[config.mk]
export PLATFORM = sky130hd
export DESIGN_NAME = inst_resp_cancel_tracker_flat
export DESIGN_NICKNAME = d
export VERILOG_FILES = /design/src/rtl/inst_resp_cancel_tracker_pkg.sv /design/src/rtl/inst_resp_cancel_tracker_if.sv /design/src/rtl/inst_resp_cancel_tracker_cnt.sv /design/src/rtl/inst_resp_cancel_tracker.sv /design/src/flat_wrapper.sv
export SDC_FILE = /design/constraint.sdc
export NUM_CORES = 1
export LEC_CHECK = 0
export ABC_AREA = 0
export ABC_CLOCK_PERIOD_IN_PS = 2600
export CAP_MARGIN = 10
export CORE_AREA = 4 4 41 43
export CTS_CLUSTER_DIAMETER = 150
export DETAILED_ROUTE_END_ITERATION = 16
export DIE_AREA = 0 0 45 47
export HOLD_SLACK_MARGIN = 0.03
export PLACE_DENSITY = 0.74
export SYNTH_ARGS = -nofsm -noshare
export SYNTH_HDL_FRONTEND = slang
export SYNTH_SLANG_ARGS = --single-unit
[constraint.sdc]
create_clock -name clk -period 2.6 [get_ports clk]
set_input_delay 0.52 -clock clk [delete_from_list [all_inputs] [get_ports clk]]
set_output_delay 0.52 -clock clk [all_outputs]
set_load 0.1 [all_outputs]
[src/rtl/inst_resp_cancel_tracker_pkg.sv]
// rtl/inst_resp_cancel_tracker_pkg.sv - shared CPU constants for the instruction fetch response tracker
package inst_resp_cancel_tracker_pkg;

    localparam int DEF_MAX_OUTST = 4;
    localparam int DEF_NUM_FLUSH = 2;
    localparam int FLUSH_WB_EX   = 0;
    localparam int FLUSH_BR      = 1;

    typedef enum logic [1:0] {
        RESP_NONE    = 2'd0,
        RESP_VALID   = 2'd1,
        RESP_DISCARD = 2'd2
    } resp_kind_e;

    function automatic int cnt_width(input int max_outst);
        return $clog2(max_outst + 1);
    endfunction

endpackage

[src/rtl/inst_resp_cancel_tracker_if.sv]
// rtl/inst_resp_cancel_tracker_if.sv - instruction SRAM handshake and fetch response bundle
interface inst_resp_cancel_tracker_if;

    logic inst_sram_req;
    logic inst_sram_addr_ok;
    logic inst_sram_data_ok;
    logic req_allow;
    logic resp_valid;
    logic resp_discard;

    // master: fetch stage plus SRAM side; slave: the tracker
    modport master (
        output inst_sram_req,
        output inst_sram_addr_ok,
        output inst_sram_data_ok,
        input  req_allow,
        input  resp_valid,
        input  resp_discard
    );

    modport slave (
        input  inst_sram_req,
        input  inst_sram_addr_ok,
        input  inst_sram_data_ok,
        output req_allow,
        output resp_valid,
        output resp_discard
    );

endinterface

[src/rtl/inst_resp_cancel_tracker_cnt.sv]
// rtl/inst_resp_cancel_tracker_cnt.sv - saturating up/down counter with parallel load
module cpu_updown_cnt #(
    parameter int W   = 3,
    parameter int MAX = 4
) (
    input  logic         clk,
    input  logic         resetn,
    input  logic         inc,
    input  logic         dec,
    input  logic         load,
    input  logic [W-1:0] load_val,
    output logic [W-1:0] cnt,
    output logic [W-1:0] cnt_nxt
);

    localparam logic [W-1:0] MAX_C = W'(MAX);

    logic [W-1:0] cnt_q;
    logic [W-1:0] cnt_d;

    // load wins; simultaneous inc and dec cancel out; both ends saturate
    always_comb begin
        cnt_d = cnt_q;
        if (load) begin
            cnt_d = load_val;
        end else if (inc && !dec && (cnt_q != MAX_C)) begin
            cnt_d = cnt_q + W'(1);
        end else if (dec && !inc && (cnt_q != '0)) begin
            cnt_d = cnt_q - W'(1);
        end
    end

    always_ff @(posedge clk or negedge resetn) begin
        if (!resetn) begin
            cnt_q <= '0;
        end else begin
            cnt_q <= cnt_d;
        end
    end

    assign cnt     = cnt_q;
    assign cnt_nxt = cnt_d;

endmodule

[src/rtl/inst_resp_cancel_tracker.sv]
// rtl/inst_resp_cancel_tracker.sv - tracks outstanding fetches and drops responses orphaned by a flush
module inst_resp_cancel_tracker
    import inst_resp_cancel_tracker_pkg::*;
#(
    parameter  int MAX_OUTST = DEF_MAX_OUTST,
    parameter  int NUM_FLUSH = DEF_NUM_FLUSH,
    localparam int CNT_W     = cnt_width(MAX_OUTST)
) (
    input  logic                     clk,
    input  logic                     resetn,
    input  logic [NUM_FLUSH-1:0]     flush,
    inst_resp_cancel_tracker_if.slave sram,
    output logic                     cancel_pending,
    output logic [CNT_W-1:0]         outst_cnt,
    output logic [CNT_W-1:0]         cancel_cnt,
    output logic                     proto_err
);

    localparam logic [CNT_W-1:0] MAX_C = CNT_W'(MAX_OUTST);

    logic             accept;
    logic             ret;
    logic             flush_any;
    logic [CNT_W-1:0] outst_nxt;
    logic [CNT_W-1:0] cancel_nxt;
    logic             proto_err_q;
    logic             proto_err_d;
    resp_kind_e       resp_kind;

    assign accept    = sram.inst_sram_req & sram.inst_sram_addr_ok;
    assign ret       = sram.inst_sram_data_ok;
    assign flush_any = |flush;

    always_comb begin
        resp_kind = RESP_NONE;
        if (ret) begin
            resp_kind = ((cancel_cnt != '0) || flush_any) ? RESP_DISCARD : RESP_VALID;
        end
    end

    assign sram.resp_valid   = (resp_kind == RESP_VALID);
    assign sram.resp_discard = (resp_kind == RESP_DISCARD);
    assign sram.req_allow    = (outst_cnt < MAX_C);
    assign cancel_pending    = (cancel_cnt != '0);

    cpu_updown_cnt #(
        .W   (CNT_W),
        .MAX (MAX_OUTST)
    ) u_outst_cnt (
        .clk      (clk),
        .resetn   (resetn),
        .inc      (accept),
        .dec      (ret),
        .load     (1'b0),
        .load_val ('0),
        .cnt      (outst_cnt),
        .cnt_nxt  (outst_nxt)
    );

    // a flush marks everything still in flight after this cycle as stale,
    // including a request accepted alongside the flush (it carries the old PC)
    cpu_updown_cnt #(
        .W   (CNT_W),
        .MAX (MAX_OUTST)
    ) u_cancel_cnt (
        .clk      (clk),
        .resetn   (resetn),
        .inc      (1'b0),
        .dec      (sram.resp_discard),
        .load     (flush_any),
        .load_val (outst_nxt),
        .cnt      (cancel_cnt),
        .cnt_nxt  (cancel_nxt)
    );

    always_comb begin
        proto_err_d = proto_err_q;
        if ((ret && !accept && (outst_cnt == '0)) || (accept && (outst_cnt == MAX_C))) begin
            proto_err_d = 1'b1;
        end
    end

    always_ff @(posedge clk or negedge resetn) begin
        if (!resetn) begin
            proto_err_q <= 1'b0;
        end else begin
            proto_err_q <= proto_err_d;
        end
    end

    assign proto_err = proto_err_q;

    logic unused_ok;
    assign unused_ok = ^cancel_nxt;

endmodule

[src/flat_wrapper.sv]
// flat-port wrapper written by rule: the top's interface ports become plain ports
module inst_resp_cancel_tracker_flat import inst_resp_cancel_tracker_pkg::*;
#(
    parameter  int MAX_OUTST = DEF_MAX_OUTST,
    parameter  int NUM_FLUSH = DEF_NUM_FLUSH,
    localparam int CNT_W     = cnt_width(MAX_OUTST)
)
  (clk, resetn, flush, cancel_pending, outst_cnt, cancel_cnt, proto_err, sram_inst_sram_req, sram_inst_sram_addr_ok, sram_inst_sram_data_ok, sram_req_allow, sram_resp_valid, sram_resp_discard);
  inst_resp_cancel_tracker_if sram_i ();
  input  logic clk;
  input  logic resetn;
  input  logic [NUM_FLUSH-1:0] flush;
  output logic cancel_pending;
  output logic [CNT_W-1:0] outst_cnt;
  output logic [CNT_W-1:0] cancel_cnt;
  output logic proto_err;
  input wire logic [$bits(sram_i.inst_sram_req)-1:0] sram_inst_sram_req;
  input wire logic [$bits(sram_i.inst_sram_addr_ok)-1:0] sram_inst_sram_addr_ok;
  input wire logic [$bits(sram_i.inst_sram_data_ok)-1:0] sram_inst_sram_data_ok;
  output wire logic [$bits(sram_i.req_allow)-1:0] sram_req_allow;
  output wire logic [$bits(sram_i.resp_valid)-1:0] sram_resp_valid;
  output wire logic [$bits(sram_i.resp_discard)-1:0] sram_resp_discard;
  assign sram_i.inst_sram_req = sram_inst_sram_req;
  assign sram_i.inst_sram_addr_ok = sram_inst_sram_addr_ok;
  assign sram_i.inst_sram_data_ok = sram_inst_sram_data_ok;
  assign sram_req_allow = sram_i.req_allow;
  assign sram_resp_valid = sram_i.resp_valid;
  assign sram_resp_discard = sram_i.resp_discard;
  inst_resp_cancel_tracker #(.MAX_OUTST(MAX_OUTST), .NUM_FLUSH(NUM_FLUSH)) u_core (.clk(clk), .resetn(resetn), .flush(flush), .sram(sram_i), .cancel_pending(cancel_pending), .outst_cnt(outst_cnt), .cancel_cnt(cancel_cnt), .proto_err(proto_err));
endmodule
==> flow_summary.json, run 1 <==
{
  "die_x_um": 45,
  "maxSlewHeadroom_pct": 79.3,
  "final_cell_mix": "12 x buf_4, 7 x dfrtp_1, 6 x a21oi_1, 6 x clkdlybuf4s50_1",
  "cp_slowest_cell": "clkdlybuf4s50_1",
  "cts_resized": 0,
  "status": "completed",
  "fp-row-count": 13,
  "rsz0062_at_grt": "false",
  "clk_pin_slew_ns": 0.05,
  "post_cts_buffers": 0,
  "placed_cells": 99,
  "syn_nets": 79,
  "setup_viol": 0,
  "grt_usage_pct": 15.3,
  "syn_inst": 67,
  "min_path_type": "register to register",
  "timing.final.hold_violations": 0,
  "hpwl_mm": 1.14,
  "drv_slew": 0,
  "grt_max_degree": 11,
  "syn_avg_cell_area_um2": 8.48,
  "ys_seq_area_share_pct": 30.8,
  "antenna_cells": 0,
  "wl_per_cell_um": 13.5,
  "ios": 18,
  "fin_crit_ns": 2.17,
  "whs_path_depth": 1,
  "wl_mm": 1.39,
  "ys_ff_latch": 7,
  "clkSinkCount": 7,
  "clock_latency_ns": 0.24,
  "drive_above_1_share_pct": 28.4,
  "cts_tree": "done",
  "crit_chain": "clkdlybuf4s50_1 > inv_2 > a21oi_4 > buf_12",
  "synthDistinctLibCells": 31,
  "antenna_found_initial": 0,
  "dieArea_mm2": 0.00212,
  "drt_iter0_drc": 18,
  "critical_path_depth": 4,
  "path_max_fanout": 7,
  "worstPathRequired_ns": 2.08,
  "netlist_area_um2": 568,
  "first_pass_iters": 4,
  "nets": 101,
  "final_cells": 103,
  "vias_per_cell": 5.50,
  "grt_pass1_wl_mm": 2.30,
  "fmax_ghz": 0.460,
  "htree_levels": 1,
  "end_kind": "output port",
  "drv_cap": 0,
  "fin_crit_sh_pct": 83.5,
  "final_common_cell": "buf_4",
  "arrival_ns": 1.65,
  "critPathBufInv": 3,
  "numPortBuffers": 17,
  "grt_overflow": 0,
  "grt_pass1_vias": 527,
  "final.fill_count": 114,
  "root_buffer": "clkbuf_4",
  "yosysWarnings": 0,
  "criticalPathCategory": "primary input to output port",
  "clock_skew_ns": 0.00139,
  "cp-start-kind": "primary input",
  "antenna_left": 0,
  "cpPeakStageDelay_ns": 0.63,
  "worst_pin_slew_ns": 0.308,
  "cts_hold_buf": 0,
  "core_area_mm2": 0.00130,
  "cpLargestDelayFamily": "buffers and inverters",
  "cts_buffers": 3,
  "areaGrowthSynthToFinish_pct": 39.9,
  "vias": 566,
  "drc_errors": 0,
  "fp.dieH_um": 47,
  "cts_buffer_depth": 2,
  "worst_r2r_path_depth": 6,
  "gp_congestion": 0.764,
  "initial_core_util_pct": 43.7
}
==> registers in the layout, indices dropped and copies added (netlist names) <==
name,cells
u_core.u_cancel_cnt.cnt,3
u_core.u_outst_cnt.cnt,3
u_core.proto_err,1
==> synth_stat cells, drive strengths merged <==
cell type	number	area, um2
a211oi	2	20.0
and2	1	8.76
a311o	1	10.0
a221oi	2	23.8
o21a	1	7.51
a2bb2oi	1	8.76
o211ai	1	7.51
a31oi	1	6.26
nand2	5	18.8
o31ai	2	20.0
nor2b	2	12.5
a21oi	7	35.0
o21ai	4	20.0
and3	2	12.5
a21o	1	7.51
nand3	2	10.0
nand4	1	6.26
buf	3	21.3
ha	5	62.6
and4b	1	10.0
nand3b	1	7.51
nor2	4	15.0
inv	7	26.3
nor3	3	15.0
dfrtp	7	175
==> per-stage QoR <==
step / setup TNS (ns) / utilization [%] / hold slack, ns / setup slack, ns / area [um2]
global placement: 0 / 59.0 / 0.447 / 0.456 / 768
finish: 0 / 61.1 / 0.480 / 0.428 / 795
CTS: 0 / 61.1 / 0.487 / 0.420 / 795
floorplan: -0.0814 / - / 0.224 / -0.0814 / 581
detailed placement: 0 / 59.0 / 0.449 / 0.431 / 768
global route: 0 / 61.1 / 0.508 / 0.339 / 795
==> cell families (layout without fill, tap and decap cells) <==
group,Yosys count,count (layout),share of synthesized area [%]
fa+ha+maj,5,5,11.0
simple gates,22,22,20.5
flops,7,7,30.8
buf+inv,10,31,8.37
compound gates,23,23,29.3
==> path summary, 6_finish.rpt <==
check	from	to	slack (ns)
max	sram_inst_sram_data_ok	sram_resp_discard	0.43
min	u_core.proto_err	u_core.proto_err	0.48
max reg2reg	u_core.u_outst_cnt.cnt[1]	u_core.u_cancel_cnt.cnt[2]	0.86
min reg2reg	u_core.proto_err	u_core.proto_err	0.48
max in group asynchronous	resetn	u_core.u_outst_cnt.cnt[0]	1.85
min in group asynchronous	resetn	u_core.u_outst_cnt.cnt[2]	0.53
==> layer usage <==
metal	up-vias	GRT usage, %	wire [um]
li1	287	-	-
met1	257	18.5	614
met2	20	26.3	687
met3	2	1.92	81
met4	0	8.77	9
met5	-	0	0
==> area by class of cell <==
type	count	area [um2]	share of cell area (%)
Clock buffer	4	26.3	3.31
Multi-Input combinational cell	50	358	45.0
Timing Repair Buffer	20	190	23.9
Tap cell	15	18.8	2.36
Sequential cell	7	175	22.0
Inverter	7	26.3	3.31
Power of run 1 is left out: the tool's default activity adds up to more than one toggle a clock period on the data nets, which glitch-free logic cannot reach.
==> run 2, diff against run 1 <==
--- a/config.mk
+++ b/config.mk
@@ -6,14 +6,14 @@
 export NUM_CORES = 1
 export LEC_CHECK = 0
 export ABC_AREA = 0
-export ABC_CLOCK_PERIOD_IN_PS = 2600
+export ABC_CLOCK_PERIOD_IN_PS = 1900
 export CAP_MARGIN = 10
-export CORE_AREA = 4 4 41 43
+export CORE_MARGIN = 4
+export CORE_UTILIZATION = 39
 export CTS_CLUSTER_DIAMETER = 150
 export DETAILED_ROUTE_END_ITERATION = 16
-export DIE_AREA = 0 0 45 47
 export HOLD_SLACK_MARGIN = 0.03
-export PLACE_DENSITY = 0.74
+export PLACE_DENSITY = 0.72
 export SYNTH_ARGS = -nofsm -noshare
 export SYNTH_HDL_FRONTEND = slang
 export SYNTH_SLANG_ARGS = --single-unit
==> constraint.sdc (replaced) <==
create_clock -name clk -period 1.9 [get_ports clk]
set_input_delay 0.38 -clock clk [delete_from_list [all_inputs] [get_ports clk]]
set_output_delay 0.38 -clock clk [all_outputs]
set_load 0.1 [all_outputs]
==> run 2 against run 1 <==
Highest routed layer unchanged. Routed wire length rose by 13%. Clock skew rose by 0.0069 ns. Die area rose by 0.77%. Sequential share of layout area fell by 3.2 points. Largest cell class unchanged. Clock-buffer cell count did not move. Non-clock buffer count rose by 8. Sequential cell count did not move. Via count rose by 8.3%. Hold slack got worse by 0.099 ns. Critical endpoint is now sram_resp_valid. Critical path depth rose by 1. Register-to-register slack got worse by 0.70 ns. Final cell count rose by 7.8%.
==> flow_summary.json, run 2 (synthesis gave the netlist of run 1 again) <==
{
  "status": "completed",
  "fin_crit_sh_pct": 98.2,
  "gp_congestion": 0.890,
  "clkSinkCount": 7,
  "drt_iter0_drc": 32,
  "path_max_fanout": 2,
  "numPortBuffers": 17,
  "grt_pass1_wl_mm": 2.48,
  "ios": 18,
  "fp-row-count": 13,
  "fp.dieH_um": 46.2,
  "end_kind": "output port",
  "dieArea_mm2": 0.00213,
  "final_cell_mix": "11 x buf_12, 10 x buf_4, 6 x a21oi_1, 5 x nand2_1, 5 x clkdlybuf4s50_1",
  "worstPathRequired_ns": 1.52,
  "grt_usage_pct": 16.4,
  "antenna_found_initial": 0,
  "clk_pin_slew_ns": 0.06,
  "wl_mm": 1.57,
  "htree_levels": 1,
  "cts_buffer_depth": 2,
  "initial_core_util_pct": 42.6,
  "root_buffer": "clkbuf_4",
  "antenna_cells": 0,
  "cts_buffers": 3,
  "finalSetupTns_ns": 0,
  "vias_per_cell": 5.52,
  "setup_viol": 0,
  "hpwl_mm": 1.16,
  "drc_errors": 0,
  "nets": 109,
  "cp-start-kind": "register",
  "wl_per_cell_um": 14.1,
  "fin_crit_ns": 1.87,
  "clock_skew_ns": 0.00833,
  "core_area_mm2": 0.00133,
  "drive_above_1_share_pct": 46.9,
  "drv_slew": 0,
  "areaGrowthSynthToFinish_pct": 80.0,
  "worst_pin_slew_ns": 0.328,
  "drv_cap": 0,
  "grt_max_degree": 11,
  "clock_latency_ns": 0.26,
  "grt_pass1_vias": 555,
  "fmax_ghz": 0.536,
  "grt_overflow": 0,
  "arrival_ns": 1.49,
  "die_x_um": 46.2,
  "vias": 613,
  "min_path_type": "primary input to asynchronous set/reset pin",
  "timing.final.hold_violations": 0,
  "antenna_left": 0,
  "first_pass_iters": 4,
  "cts_tree": "done",
  "criticalPathCategory": "register to output port",
  "maxSlewHeadroom_pct": 78.1,
  "final_common_cell": "buf_12"
}
## run 2: cell types whose count changed in the layout (fill, tap and decap cells not counted), moves of 2 or more
cell / change
dfrtp_4: +4
ha_1: -2
inv_1: -3
dfrtp_1: -6
inv_4: +2
buf_4: -2
buf_12: +9
dfrtp_2: +2
## run 2: metrics by stage
step / hold slack [ns] / util [%] / setup WS, ns / std cells / instance area [um2]
3_3_place_gp: 0.502 / 70.2 / -0.0154 / 100 / 936
4_1_cts: 0.395 / 74.3 / 0.0192 / 108 / 991
2_1_floorplan: 0.0844 / - / -0.0694 / 67 / 634
6_report: 0.381 / 76.6 / 0.0334 / 111 / 1020
3_5_place_dp: 0.509 / 70.2 / -0.0526 / 100 / 936
5_1_grt: 0.399 / 76.6 / -0.00339 / 111 / 1020
## run 2: worst paths after layout
check                                           start                    endpoint  slack, ns  cells past startpoint
min reg2reg                          u_core.proto_err            u_core.proto_err       0.52                      1
max reg2reg                 u_core.u_outst_cnt.cnt[1]  u_core.u_cancel_cnt.cnt[2]       0.16                      6
min                                            resetn   u_core.u_outst_cnt.cnt[2]       0.38                      1
max in group asynchronous                      resetn  u_core.u_cancel_cnt.cnt[0]       1.24                      1
min in group clk                     u_core.proto_err            u_core.proto_err       0.52                      1
max                        u_core.u_cancel_cnt.cnt[1]             sram_resp_valid       0.03                      5
## run 2: area by class of cell
type / instances / area (um2)
Multi-Input combinational cell: 50 / 384
Timing Repair Buffer: 28 / 365
Fill cell: 89 / 312
Sequential cell: 7 / 193
Inverter: 7 / 35.0
Clock buffer: 4 / 26.3
Tap cell: 15 / 18.8
## run 2: worst max-delay path, stage by stage, from the launching register on
cell and delay, ns:
dfrtp_4 0.49, inv_4 0.07, ha_4 0.12, nor2b_4 0.16, and3_4 0.21, buf_12 0.17
## run 2: metal layers
metal	track usage (%)	share of wire, %	up-vias
li1	-	-	305
met1	20.4	43	277
met2	25.8	48	27
met3	5.08	7.3	4
met4	6.82	1.5	0
met5	0	0	-
## run 2: repair_timing
item                                   in CTS  in global routing
setup endpoints to repair                   2                  4
endpoints found under the hold margin       0                  0
pin swaps                                   0                  1
buffers inserted                            4                  3
hold buffers                                0                  0
resized for setup                           1                  3
Power of run 2 is left out for the same reason.
